$ cat config.mk
export PLATFORM = sky130hd
export DESIGN_NAME = msg_loader
export DESIGN_NICKNAME = d
export VERILOG_FILES = /design/src/rtl/msg_pkg.sv /design/src/rtl/msg_word_asm.sv /design/src/rtl/msg_loader.sv
export SDC_FILE = /design/constraint.sdc
export NUM_CORES = 1
export LEC_CHECK = 0
export CELL_PAD_IN_SITES_DETAIL_PLACEMENT = 0
export CELL_PAD_IN_SITES_GLOBAL_PLACEMENT = 1
export CORE_MARGIN = 2
export CORE_UTILIZATION = 35
export DETAILED_ROUTE_END_ITERATION = 12
export GPL_TIMING_DRIVEN = 1
export PLACE_DENSITY = 0.67
export SLEW_MARGIN = 10
export SYNTH_ARGS = -nofsm -noshare
export SYNTH_HDL_FRONTEND = slang
export SYNTH_SLANG_ARGS = --single-unit
$ cat constraint.sdc
create_clock -name clk -period 3.8 [get_ports clk]
set_clock_uncertainty 0.1 [all_clocks]
set_input_delay 0.76 -clock clk [delete_from_list [all_inputs] [get_ports clk]]
set_output_delay 0.76 -clock clk [all_outputs]
set_load 0.01 [all_outputs]
$ cat src/rtl/msg_pkg.sv
// Shared constants and state encoding for the message-store loader.
// Contents: frame marker, frame geometry, byte/word widths, default
// inter-byte timeout and the loader FSM state type.
package msg_pkg;

  localparam logic [7:0]  SYNC_BYTE   = 8'hA5;
  localparam int unsigned NUM_WORDS   = 32;
  localparam int unsigned ADDR_W      = 5;
  localparam int unsigned BYTE_W      = 8;
  localparam int unsigned WORD_W      = 32;
  localparam int unsigned TIMEOUT_DEF = 1000000;

  typedef enum logic [1:0] {
    IDLE    = 2'd0,
    PAYLOAD = 2'd1,
    CHECK   = 2'd2
  } state_t;

endpackage

$ cat src/rtl/msg_word_asm.sv
// Byte-to-word assembler: shifts bytes in big-endian order and flags each
// completed 32-bit word.
// Ports:
//   clk, rst_n   clock, async active-low reset
//   clear        restart at byte 0 of a word (new frame)
//   shift        accept byte_in into the word
//   byte_in      incoming byte
//   word_done    1-cycle pulse, the cycle after the 4th byte of a word
//   word         assembled word, first byte in [31:24]; valid with word_done
//   last_byte_c  next shifted byte completes the current word
module msg_word_asm
  import msg_pkg::*;
(
  input  logic              clk,
  input  logic              rst_n,
  input  logic              clear,
  input  logic              shift,
  input  logic [BYTE_W-1:0] byte_in,
  output logic              word_done,
  output logic [WORD_W-1:0] word,
  output logic              last_byte_c
);

  logic [1:0]        cnt_q;
  logic [WORD_W-1:0] word_q;
  logic              done_q;

  // Shift register and byte-in-word counter
  always_ff @(posedge clk or negedge rst_n) begin
    if (!rst_n) begin
      cnt_q  <= 2'd0;
      word_q <= '0;
      done_q <= 1'b0;
    end else begin
      done_q <= 1'b0;
      if (clear) begin
        cnt_q <= 2'd0;
      end else if (shift) begin
        word_q <= {word_q[WORD_W-BYTE_W-1:0], byte_in};
        cnt_q  <= cnt_q + 2'd1;
        done_q <= (cnt_q == 2'd3);
      end
    end
  end

  assign last_byte_c = (cnt_q == 2'd3);
  assign word_done   = done_q;
  assign word        = word_q;

endmodule

$ cat src/rtl/msg_loader.sv
// Writer side of the 32x32-bit message store. Frames a host byte stream
// (SYNC, 128 payload bytes, XOR checksum), writes assembled words to the
// store and reports commit or error once the frame ends.
// Ports:
//   clk, rst_n   clock, async active-low reset
//   in_data      host byte; in_valid qualifies it
//   in_ready     byte accepted when in_valid & in_ready
//   hold         store being read; stalls intake
//   wr_en        store write strobe, with wr_addr / wr_data
//   msg_commit   1-cycle pulse: full frame, checksum good
//   msg_error    1-cycle pulse: checksum bad or inter-byte timeout
//   busy         frame in progress
module msg_loader
  import msg_pkg::*;
#(
  parameter int unsigned TIMEOUT = TIMEOUT_DEF
) (
  input  logic              clk,
  input  logic              rst_n,
  input  logic [BYTE_W-1:0] in_data,
  input  logic              in_valid,
  output logic              in_ready,
  input  logic              hold,
  output logic              wr_en,
  output logic [ADDR_W-1:0] wr_addr,
  output logic [WORD_W-1:0] wr_data,
  output logic              msg_commit,
  output logic              msg_error,
  output logic              busy
);

  localparam int unsigned       TMR_W     = (TIMEOUT > 2) ? $clog2(TIMEOUT) : 1;
  localparam logic [TMR_W-1:0]  TMR_MAX   = TMR_W'(TIMEOUT - 1);
  localparam logic [ADDR_W-1:0] LAST_WORD = ADDR_W'(NUM_WORDS - 1);

  state_t              state_q, state_d;
  logic [ADDR_W-1:0]   word_idx_q, word_idx_d;
  logic [BYTE_W-1:0]   csum_q, csum_d;
  logic [TMR_W-1:0]    timer_q, timer_d;
  logic                busy_q, busy_d;
  logic                commit_q, commit_d;
  logic                error_q, error_d;
  logic                rdy_q;

  logic                xfer_c;
  logic                clear_c;
  logic                shift_c;
  logic                word_done;
  logic [WORD_W-1:0]   word;
  logic                last_byte_c;

  // rdy_q rises on the first clock after reset release, so intake never
  // starts in the cycle reset is removed
  assign in_ready = rdy_q & ~hold;
  assign xfer_c   = in_valid & in_ready;

  msg_word_asm u_asm (
    .clk         (clk),
    .rst_n       (rst_n),
    .clear       (clear_c),
    .shift       (shift_c),
    .byte_in     (in_data),
    .word_done   (word_done),
    .word        (word),
    .last_byte_c (last_byte_c)
  );

  // State and control registers
  always_ff @(posedge clk or negedge rst_n) begin
    if (!rst_n) begin
      state_q    <= IDLE;
      word_idx_q <= '0;
      csum_q     <= '0;
      timer_q    <= '0;
      busy_q     <= 1'b0;
      commit_q   <= 1'b0;
      error_q    <= 1'b0;
      rdy_q      <= 1'b0;
    end else begin
      state_q    <= state_d;
      word_idx_q <= word_idx_d;
      csum_q     <= csum_d;
      timer_q    <= timer_d;
      busy_q     <= busy_d;
      commit_q   <= commit_d;
      error_q    <= error_d;
      rdy_q      <= 1'b1;
    end
  end

  // Next-state, checksum, timer and pulse logic
  always_comb begin
    state_d    = state_q;
    word_idx_d = word_idx_q;
    csum_d     = csum_q;
    timer_d    = timer_q;
    busy_d     = busy_q;
    commit_d   = 1'b0;
    error_d    = 1'b0;
    clear_c    = 1'b0;
    shift_c    = 1'b0;

    // Address advances after each write; held at the last word so it never wraps
    if (word_done && (word_idx_q != LAST_WORD)) begin
      word_idx_d = word_idx_q + ADDR_W'(1);
    end

    case (state_q)
      IDLE: begin
        if (xfer_c && (in_data == SYNC_BYTE)) begin
          state_d    = PAYLOAD;
          busy_d     = 1'b1;
          csum_d     = '0;
          word_idx_d = '0;
          timer_d    = '0;
          clear_c    = 1'b1;
        end
      end

      PAYLOAD: begin
        if (xfer_c) begin
          shift_c = 1'b1;
          csum_d  = csum_q ^ in_data;
          timer_d = '0;
          if (last_byte_c && (word_idx_q == LAST_WORD)) begin
            state_d = CHECK;
          end
        end else if (timer_q == TMR_MAX) begin
          error_d = 1'b1;
          busy_d  = 1'b0;
          state_d = IDLE;
        end else begin
          timer_d = timer_q + TMR_W'(1);
        end
      end

      CHECK: begin
        if (xfer_c) begin
          commit_d = (in_data == csum_q);
          error_d  = (in_data != csum_q);
          busy_d   = 1'b0;
          state_d  = IDLE;
        end else if (timer_q == TMR_MAX) begin
          error_d = 1'b1;
          busy_d  = 1'b0;
          state_d = IDLE;
        end else begin
          timer_d = timer_q + TMR_W'(1);
        end
      end

      default: begin
        state_d = IDLE;
        busy_d  = 1'b0;
      end
    endcase
  end

  assign wr_en      = word_done;
  assign wr_addr    = word_idx_q;
  assign wr_data    = word;
  assign msg_commit = commit_q;
  assign msg_error  = error_q;
  assign busy       = busy_q;

endmodule

Word-level counts from Yosys, hierarchy flattened
Cells that the tools add are included.
{"block": "classes", "add_sub_neg": 3, "n_eq_ne": 14, "muxes": 36, "bitwise_logic": 5, "n_reduce_logical": 12}
{"cell": "$mux W20", "n": 4}
{"cell": "$pmux W20 S3", "n": 1}
{"cell": "$add A20 B1 Y20 const B", "n": 1}
{"cell": "$eq A20 B20 Y1 const B", "n": 1}
{"cell": "$mux W8", "n": 2}
{"cell": "$pmux W8 S2", "n": 1}
{"cell": "$mux W1", "n": 15}
{"cell": "$mux W5", "n": 3}
{"cell": "$mux W2", "n": 7}
{"cell": "$eq A8 B8 Y1", "n": 1}
{"cell": "$eq A8 B8 Y1 const B", "n": 1}
{"cell": "$ne A2 B2 Y1 const B", "n": 4}
{"cell": "$ne A8 B8 Y1", "n": 1}
{"cell": "$xor A8 B8 Y8", "n": 1}
{"cell": "$pmux W2 S3", "n": 1}
{"cell": "$reduce_and A2 Y1", "n": 3}
{"cell": "$reduce_and A3 Y1", "n": 2}
{"cell": "$add A5 B1 Y5 const B", "n": 1}
{"cell": "$eq A5 B5 Y1 const B", "n": 1}
{"cell": "$ne A5 B5 Y1 const B", "n": 1}
{"cell": "$eq A2 B2 Y1 const B", "n": 2}
{"cell": "$reduce_bool A2 Y1", "n": 2}
{"cell": "$logic_and A1 B1 Y1", "n": 3}
{"cell": "$ne A3 B3 Y1 const B", "n": 1}
{"cell": "8 further kinds", "n": 10}
{"block": "totals", "reg_bits": 74, "in_bits": 12, "out_inout_bits": 42}

Depth between registers and ports, before layout
Gate-level depths: netlist (run 1).
{"block": "logic_depth", "ltp_word": 8, "ltp_mapped": 9, "mapped_depth_nobuf": 7}

By module
From an unflattened synthesis (run 1), not the netlist that was laid out.
{"block": "hier_totals", "hier_cells": 335, "area_unflattened_um2": 3806.2}
{"module": "msg_loader", "n_inst": 1, "cells_each": 257, "area_per_inst_um2": 2331.0, "seq_area_each_um2": 975.9}
{"module": "msg_word_asm", "n_inst": 1, "cells_each": 78, "area_per_inst_um2": 1475.2, "seq_area_each_um2": 875.8}

Worst setup path after synthesis (run 1)
OpenSTA, ideal clock, no wires.
{"block": "synth_path", "path_kind": "input to register", "startpoint": "in hold", "endpoint": "reg u_asm.word_q[3], in the netlist u_asm.word[3]", "setup_time_ns": 0.125, "arrival_ns": 2.022, "setup_slack_ns": 1.553, "path_stages": 6, "n_path_buf": 2, "cell_sequence": "and3b_1 -> buf_4 -> nand2_1 -> nor2_2 -> buf_4 -> mux2_2"}
{"block": "synth_between", "elab_chain_len": 8}
{"item": "start, declared", "line": "msg_loader.sv:23", "text": "input logic hold,"}
{"item": "$not A1 Y1 *", "line": "msg_loader.sv:54", "text": "assign in_ready = rdy_q & ~hold;"}
{"item": "$and A1 B1 Y1 *", "line": "msg_loader.sv:54"}
{"item": "$and A1 B1 Y1 *", "line": "msg_loader.sv:55", "text": "assign xfer_c = in_valid & in_ready;"}
{"item": "$logic_and A1 B1 Y1", "line": "msg_loader.sv:110", "text": "if (xfer_c && (in_data == SYNC_BYTE)) begin"}
{"item": "$mux W1", "line": "msg_loader.sv:110"}
{"item": "$mux W1", "line": "msg_loader.sv:108", "text": "case (state_q)"}
{"item": "$not A1 Y1 (no source line)"}
{"item": "$reduce_and A2 Y1 (no source line) *"}
{"item": "end signal, assigned", "line": "msg_word_asm.sv:39", "text": "word_q <= {word_q[WORD_W-BYTE_W-1:0], byte_in};"}
{"item": "end, declared", "line": "msg_word_asm.sv:25", "text": "logic [WORD_W-1:0] word_q;"}
Every way passes the cells marked *; elsewhere a longest branch is shown, timed or not.
A chain may end at the register's enable or synchronous reset.

Worst setup path in the final report (run 1)
{"block": "layout_path", "startpoint": "in in_valid", "endpoint": "reg u_asm.word_q[15], in the netlist u_asm.word[15]"}
{"block": "layout_between", "elab_chain_len": 6}
{"item": "start, declared", "line": "msg_loader.sv:21", "text": "input logic in_valid,"}
{"item": "$and A1 B1 Y1 *", "line": "msg_loader.sv:55"}
{"item": "$logic_and A1 B1 Y1", "line": "msg_loader.sv:110"}
{"item": "$mux W1", "line": "msg_loader.sv:110"}
{"item": "$mux W1", "line": "msg_loader.sv:108"}
{"item": "$not A1 Y1 (no source line)"}
{"item": "$reduce_and A2 Y1 (no source line) *"}
Marks and branches as above.

==> qor.yml, run 1 <==
grt.overflow.total: 0
wirelength_mm: 7.944
cts-root-buf: "clkbuf_8"
synth_mux_area_frac: 0.1099
synth_area_per_cell_um2: 11.08
num_rows: 37
seq_area_mm2: 0.001852
clk_latency_ns: 0.36
grt_start_max_net_pins: 75
fin_tns_setup_ns: 0
port-buffer-count: 53
setup.worst_path.class: "input port to flop"
io_pins: 54
die_width_um: 106.3
busiest_layer: "met2"
chipHeight_um: 106.3
synth_compound_area_frac: 0.1321
hpwl_mm: 5.313
drtIter0Drc: 158
num_vias: 2774
met3_usage: 0.03985
grt_pass1_wl_mm: 13.47
grt_use_met1: 0.2037
fin_crit_sh: 0.7348
rsz0062_at_grt: "false"
setup_violations: 0
grt_pass1_vias: 2780
path_max_fanout: 33
ant_nets: 0
cts_sinks: 74
die_area_mm2: 0.01131
synthSimpleGateAreaFrac: 0.1713
htree_levels: 3
maxSlewHeadroom: 0.3736
hold_depth: 1
power_density_mw_per_mm2: 670.5
hold_viol: 0
drcViolationCount: 0
ys.flop_type: "dfrtp_1"
async_reset_ff_frac: 1.000
numCtsBuffers: 9
finalCriticalPeriod_ns: 2.792
synth-warning-count: 0
synth_fp_nets: 351
fillers: 990
endpoint_kind: "flop"
maxCapViolations: 0
clock_path_buffers: 2
postCtsHoldBufs: 0
gp_congestion: 0.7779
multi_input_comb_area_mm2: 0.001715
cts.repair.resized: 0
synth_adder_area_share: 0.02730
ys_ff_latch: 74
grt_use_total: 0.1502
status: "completed"
cts.clk_slew.worst_paths_ns: 0.08
cp.required_ns: 3.95
leakagePower_nw: 1.798
finalMaxSlewViolations: 0
ys_seq_area_frac: 0.5051
drive_gt1_frac: 0.1528
dr.pass1.iters: 4
core-area_mm2: 0.01023
synth_edf_count: 0
grtUsageMet2: 0.2335
synth_cells: 331
syn_area_mm2: 0.003666
fmaxAchievable_ghz: 0.3581
cp-start-kind: "input port"
reg2reg_depth: 6
synth_cell_types: 53
antenna_found_initial: 0
initial_utilization: 0.3583
postCtsSetupRepairBufs: 0
synth-xor-area-share: 0.02628
cts_tree: "built"
hold_path.class: "flop to flop"
worstPathArrival_ns: 2.94
wire_per_inst_um: 15.22
via_per_inst: 5.314
area_growth_syn_to_layout_pct: 22.35
vdd_drop_max_mv: 0.3277
tightest_slew_ns: 0.9396
fin_nets: 401
utilization: 0.4384
antenna_cells: 0
synth_top_family_by_area: "simple AND/OR/NAND/NOR gates"
## critical path, stage by stage
cell and delay [ns]:
clkdlybuf4s50_1 0.47, and3b_1 0.50, nand2_1 0.26, nor2_2 0.16, buf_4 0.39, mux2_2 0.38
## cell type report
class,count,share of cell area
Clock buffer,10,0.02845
Inverter,5,0.004184
Multi-Input combinational cell,237,0.3824
Tap cell,136,0.03794
Clock inverter,6,0.01478
Sequential cell,74,0.4128
Timing Repair Buffer,54,0.1194
## layer usage
metal | routed length, µm | share of wire | up-vias
li1 | - | - | 1326
met1 | 3881 | 0.49 | 1383
met2 | 3647 | 0.46 | 55
met3 | 311 | 0.039 | 10
met4 | 103 | 0.013 | 0
met5 | 0 | 0 | -
## sequential cells by signal (all words and copies together), names as in the netlist
signal and cells:
u_asm.word 32, u_asm.cnt_q 2, u_asm.word_done 1, state_q 2
csum_q 8, wr_addr 5, rdy_q 1, timer_q 20
msg_error 1, busy 1, msg_commit 1
## final timing paths
path / start / to / slack [ns]
worst max register to register: state_q[1] / timer_q[18] / 1.20
worst min-delay path: timer_q[19] / timer_q[19] / 0.38
worst max-delay path: in_valid / u_asm.word[15] / 1.01
max in group asynchronous: rst_n / timer_q[1] / 2.55
min in group asynchronous: rst_n / timer_q[15] / 0.43
worst min register to register: timer_q[19] / timer_q[19] / 0.38
## synthesized netlist by cell type, types with 4 or more instances
| library cell | n | area, µm² |
|---|---|---|
| nand3_1 | 13 | 65.06 |
| buf_4 | 5 | 37.54 |
| o31ai_1 | 9 | 67.56 |
| nor3_1 | 6 | 30.03 |
| and3_1 | 4 | 25.02 |
| dfrtp_1 | 74 | 1852 |
| nand4_1 | 12 | 75.07 |
| nor2_1 | 17 | 63.81 |
| a21oi_1 | 12 | 60.06 |
| xor2_1 | 8 | 70.07 |
| nor2b_1 | 9 | 56.30 |
| a31oi_1 | 7 | 43.79 |
| mux2_2 | 34 | 382.9 |
| o21ai_0 | 18 | 90.09 |
| inv_1 | 5 | 18.77 |
| a221o_1 | 5 | 50.05 |
| buf_2 | 4 | 20.02 |
| nor4_1 | 6 | 37.54 |
| clkbuf_1 | 6 | 22.52 |
| and3b_1 | 5 | 43.79 |
| ha_1 | 8 | 100.1 |
| nand2_1 | 21 | 78.83 |
## cell usage in the layout (no fill, tap or decap), types with 2 or more instances in the layout
master           instances
a211o_1                  3
a21oi_1                 12
a221o_1                  5
a31oi_1                  7
a41oi_1                  2
and2_1                   2
and3_1                   4
and3b_1                  5
buf_4                    2
clkbuf_8                 9
clkdlybuf4s50_1         52
clkinvlp_4               3
dfrtp_1                 74
ha_1                     8
inv_1                    5
mux2_2                  34
mux2i_1                  2
nand2_1                 21
nand3_1                 13
nand4_1                 12
nor2_1                  17
nor2b_1                  9
nor3_1                   6
nor3b_1                  3
nor4_1                   6
o21ai_0                 18
o21ai_1                  2
o22a_1                   2
o31ai_1                  9
or3_1                    2
xnor2_1                  3
xor2_1                   8
## logic make-up after synthesis
logic type,Yosys count
AOI/OAI and AO/OA,70
other,1
buffers and inverters,20
and+or+nand+nor,111
xor gates and xnor gates,11
muxes,36
adders and majority gates,8
DFF,74
## metrics by stage
stage | area, µm² | total power [mW] | setup slack, ns | hold WS (ns) | cells
4_1_cts | 4486 | 3.046 | 1.001 | 0.3783 | 522
5_1_grt | 4486 | 3.216 | 0.8363 | 0.4132 | 522
3_5_place_dp | 4292 | 2.415 | 0.6213 | 0.3610 | 506
3_3_place_gp | 4292 | 2.390 | 0.6791 | 0.3589 | 506
6_report | 4486 | 3.007 | 1.008 | 0.3766 | 522
2_1_floorplan | 3666 | 1.890 | 1.553 | 0.3377 | 331
## power by group
part / internal [mW] / switching (mW)
clock network: 0.304 / 0.317
logic: 0.628 / 0.590
registers: 1.00 / 0.165
(Power assumes the default switching activity.)
==> run 2: changes to the inputs <==
Settings changed: PLACE_DENSITY 0.67 to 0.7.
Clock period 3.8 ns to 2.5 ns, I/O delays scaled along.
==> run 2 against run 1 <==
Net effect:
- clock-buffer cell count unchanged
- combinational power up 66%
- first-iteration DRC count down 3.2%
- clock power up 49%
- die area unchanged
- power up 57%
- largest cell class unchanged
==> qor.yml, run 2 (synthesized netlist as in run 1, its figures left out) <==
rsz0062_at_grt: "false"
path_max_fanout: 16  # -52%
worstPathArrival_ns: 2.39  # -0.55 ns
die_width_um: 106.3  # unchanged
cts.repair.resized: 0  # unchanged
multi_input_comb_area_mm2: 0.001715  # unchanged
cp-start-kind: "input port"
hold_viol: 0  # unchanged
final_common_cell: "dfrtp_1"
status: "completed"
cts-root-buf: "clkbuf_8"
ant_nets: 0  # unchanged
initial_utilization: 0.3583  # unchanged
power_density_mw_per_mm2: 1001  # +49%
cts_tree: "built"
clock_path_buffers: 2  # unchanged
r2r_slack_ns: 0.32  # -0.88 ns
postCtsSetupRepairBufs: 0  # unchanged
slowest_delay_ns: 0.54  # +0.04 ns
reg2reg_depth: 6  # unchanged
io_pins: 54  # unchanged
grt_use_total: 0.1549  # +0.004631
antenna_found_initial: 0  # unchanged
wirelength_mm: 8.018  # +0.93%
fmaxAchievable_ghz: 0.4438
finalMaxSlewViolations: 0  # unchanged
crit_family: "compound AO/OA/AOI/OAI gates"
wire_per_inst_um: 14.60  # -4.0%
fin_crit_sh: 0.9014
cpMaxStageDelayCell: "o21ai_2"
clk_latency_ns: 0.36  # about the same
vdd_drop_max_mv: 0.5349  # +63%
place_ws_ns: -0.1410  # -0.7623 ns
setup.worst_path.class: "input port to flop"
antenna_cells: 0  # unchanged
numCtsBuffers: 9  # unchanged
grt_pass1_wl_mm: 13.83  # +2.7%
drtIter0Drc: 153  # -3.2%
top_layer_used: "met4"
largest_reg_flops: 32  # unchanged
worstReg2RegEnd: "csum_q[5]"
grt_pass1_vias: 2804  # +0.86%
setup_violations: 0  # unchanged
die_area_mm2: 0.01131  # unchanged
num_vias: 2873  # +3.6%
fin_ws_ns: 0.2466  # -0.7610 ns
hold_path.class: "input port to async pin"
rr_startpoint: "state_q[1]"
tightest_slew_ns: 0.6470  # -0.2927 ns
chipHeight_um: 106.3  # unchanged
core-area_mm2: 0.01023  # unchanged
layout_common_cells: "74 x dfrtp_1, 52 x clkdlybuf4s50_1, 34 x mux2_2, 26 x buf_4, 21 x nand2_1"
drive_gt1_frac: 0.2082  # +0.05538
route.met3.wl_um: 317  # +1.9%
drcViolationCount: 0  # unchanged
met1_length_mm: 3.889  # +0.21%
finalCriticalPeriod_ns: 2.253
final_area_mm2: 0.004725  # +5.3%
htree_levels: 3  # unchanged
fillers: 932  # -5.9%
seq_area_mm2: 0.001852  # unchanged
fin_nets: 428  # +6.7%
dpl-instance-area_mm2: 0.004532  # +5.6%
dr_wl_met2_mm: 3.727  # +2.2%
hpwl_mm: 5.740  # +8.0%
cts_sinks: 74  # unchanged
dr.pass1.iters: 4  # unchanged
crit_chain: "clkdlybuf4s50_1 > and4bb_2 > and3_1 > o21ai_2 > nor3_1 > a221o_1"
maxSlewHeadroom: 0.5686  # +0.1951
via_per_inst: 5.233  # -1.5%
gp_congestion: 0.8050  # +3.5%
postCtsHoldBufs: 0  # unchanged
cp.required_ns: 2.64  # -1.31 ns
leakagePower_nw: 1.948  # +8.4%
endpoint_kind: "flop"
grt.overflow.total: 0  # unchanged
cp_num_buf_inv: 1  # -1
grt_start_max_net_pins: 40  # -47%
maxCapViolations: 0  # unchanged
area_growth_syn_to_layout_pct: 28.87
cts.clk_slew.worst_paths_ns: 0.08  # about the same
port-buffer-count: 53  # unchanged
num_rows: 37  # unchanged
run 2: changes by cell type in the layout (fill, tap and decap cells not counted):
cell,change
buf_12,+3
buf_4,+24
clkinv_2,+1
clkinvlp_4,-2
inv_6,+1
run 2: worst max-delay path by stage:
stage / from / endpoint / depth (start not counted)
after floorplan: state_q[1] / u_asm.word[3] / 7
after global placement: in_data[6] / csum_q[2] / 6
after detailed placement: in_data[6] / csum_q[2] / 6
after CTS: in_data[6] / csum_q[2] / 6
after global routing: in_data[6] / csum_q[2] / 6
final: in_data[6] / csum_q[5] / 6
run 2: where the power goes:
group / total, mW / internal (mW) / leakage (nW) / switching [mW]
Clock: 0.924 / 0.464 / 0.0971 / 0.460
Sequential: 1.78 / 1.53 / 0.923 / 0.250
Combinational: 2.03 / 1.10 / 0.928 / 0.923
Total: 4.73 / 3.10 / 1.95 / 1.63
run 2: through the flow:
stage	total power [mW]	hold WS, ns	TNS, ns	cells	util
2_1_floorplan	2.873	0.1044	0	331	-
3_3_place_gp	3.809	0.3625	-1.725	533	0.4430
3_5_place_dp	3.841	0.3699	-2.198	533	0.4430
4_1_cts	4.789	0.006698	0	549	0.4618
5_1_grt	5.098	0.02883	0	549	0.4618
6_report	4.728	0.005566	0	549	0.4618
run 2: layout make-up:
cell class	instances	area share
Clock buffer	10	0.02701
Inverter	5	0.003972
Sequential cell	74	0.3920
Clock inverter	6	0.01377
Tap cell	136	0.03602
Timing Repair Buffer	81	0.1642
Multi-Input combinational cell	237	0.3631
run 2: metal layers:
metal	up-vias	global-route usage
met4	0	0.06579
met5	-	0
met2	52	0.2317
met3	6	0.03372
li1	1395	-
met1	1420	0.2164
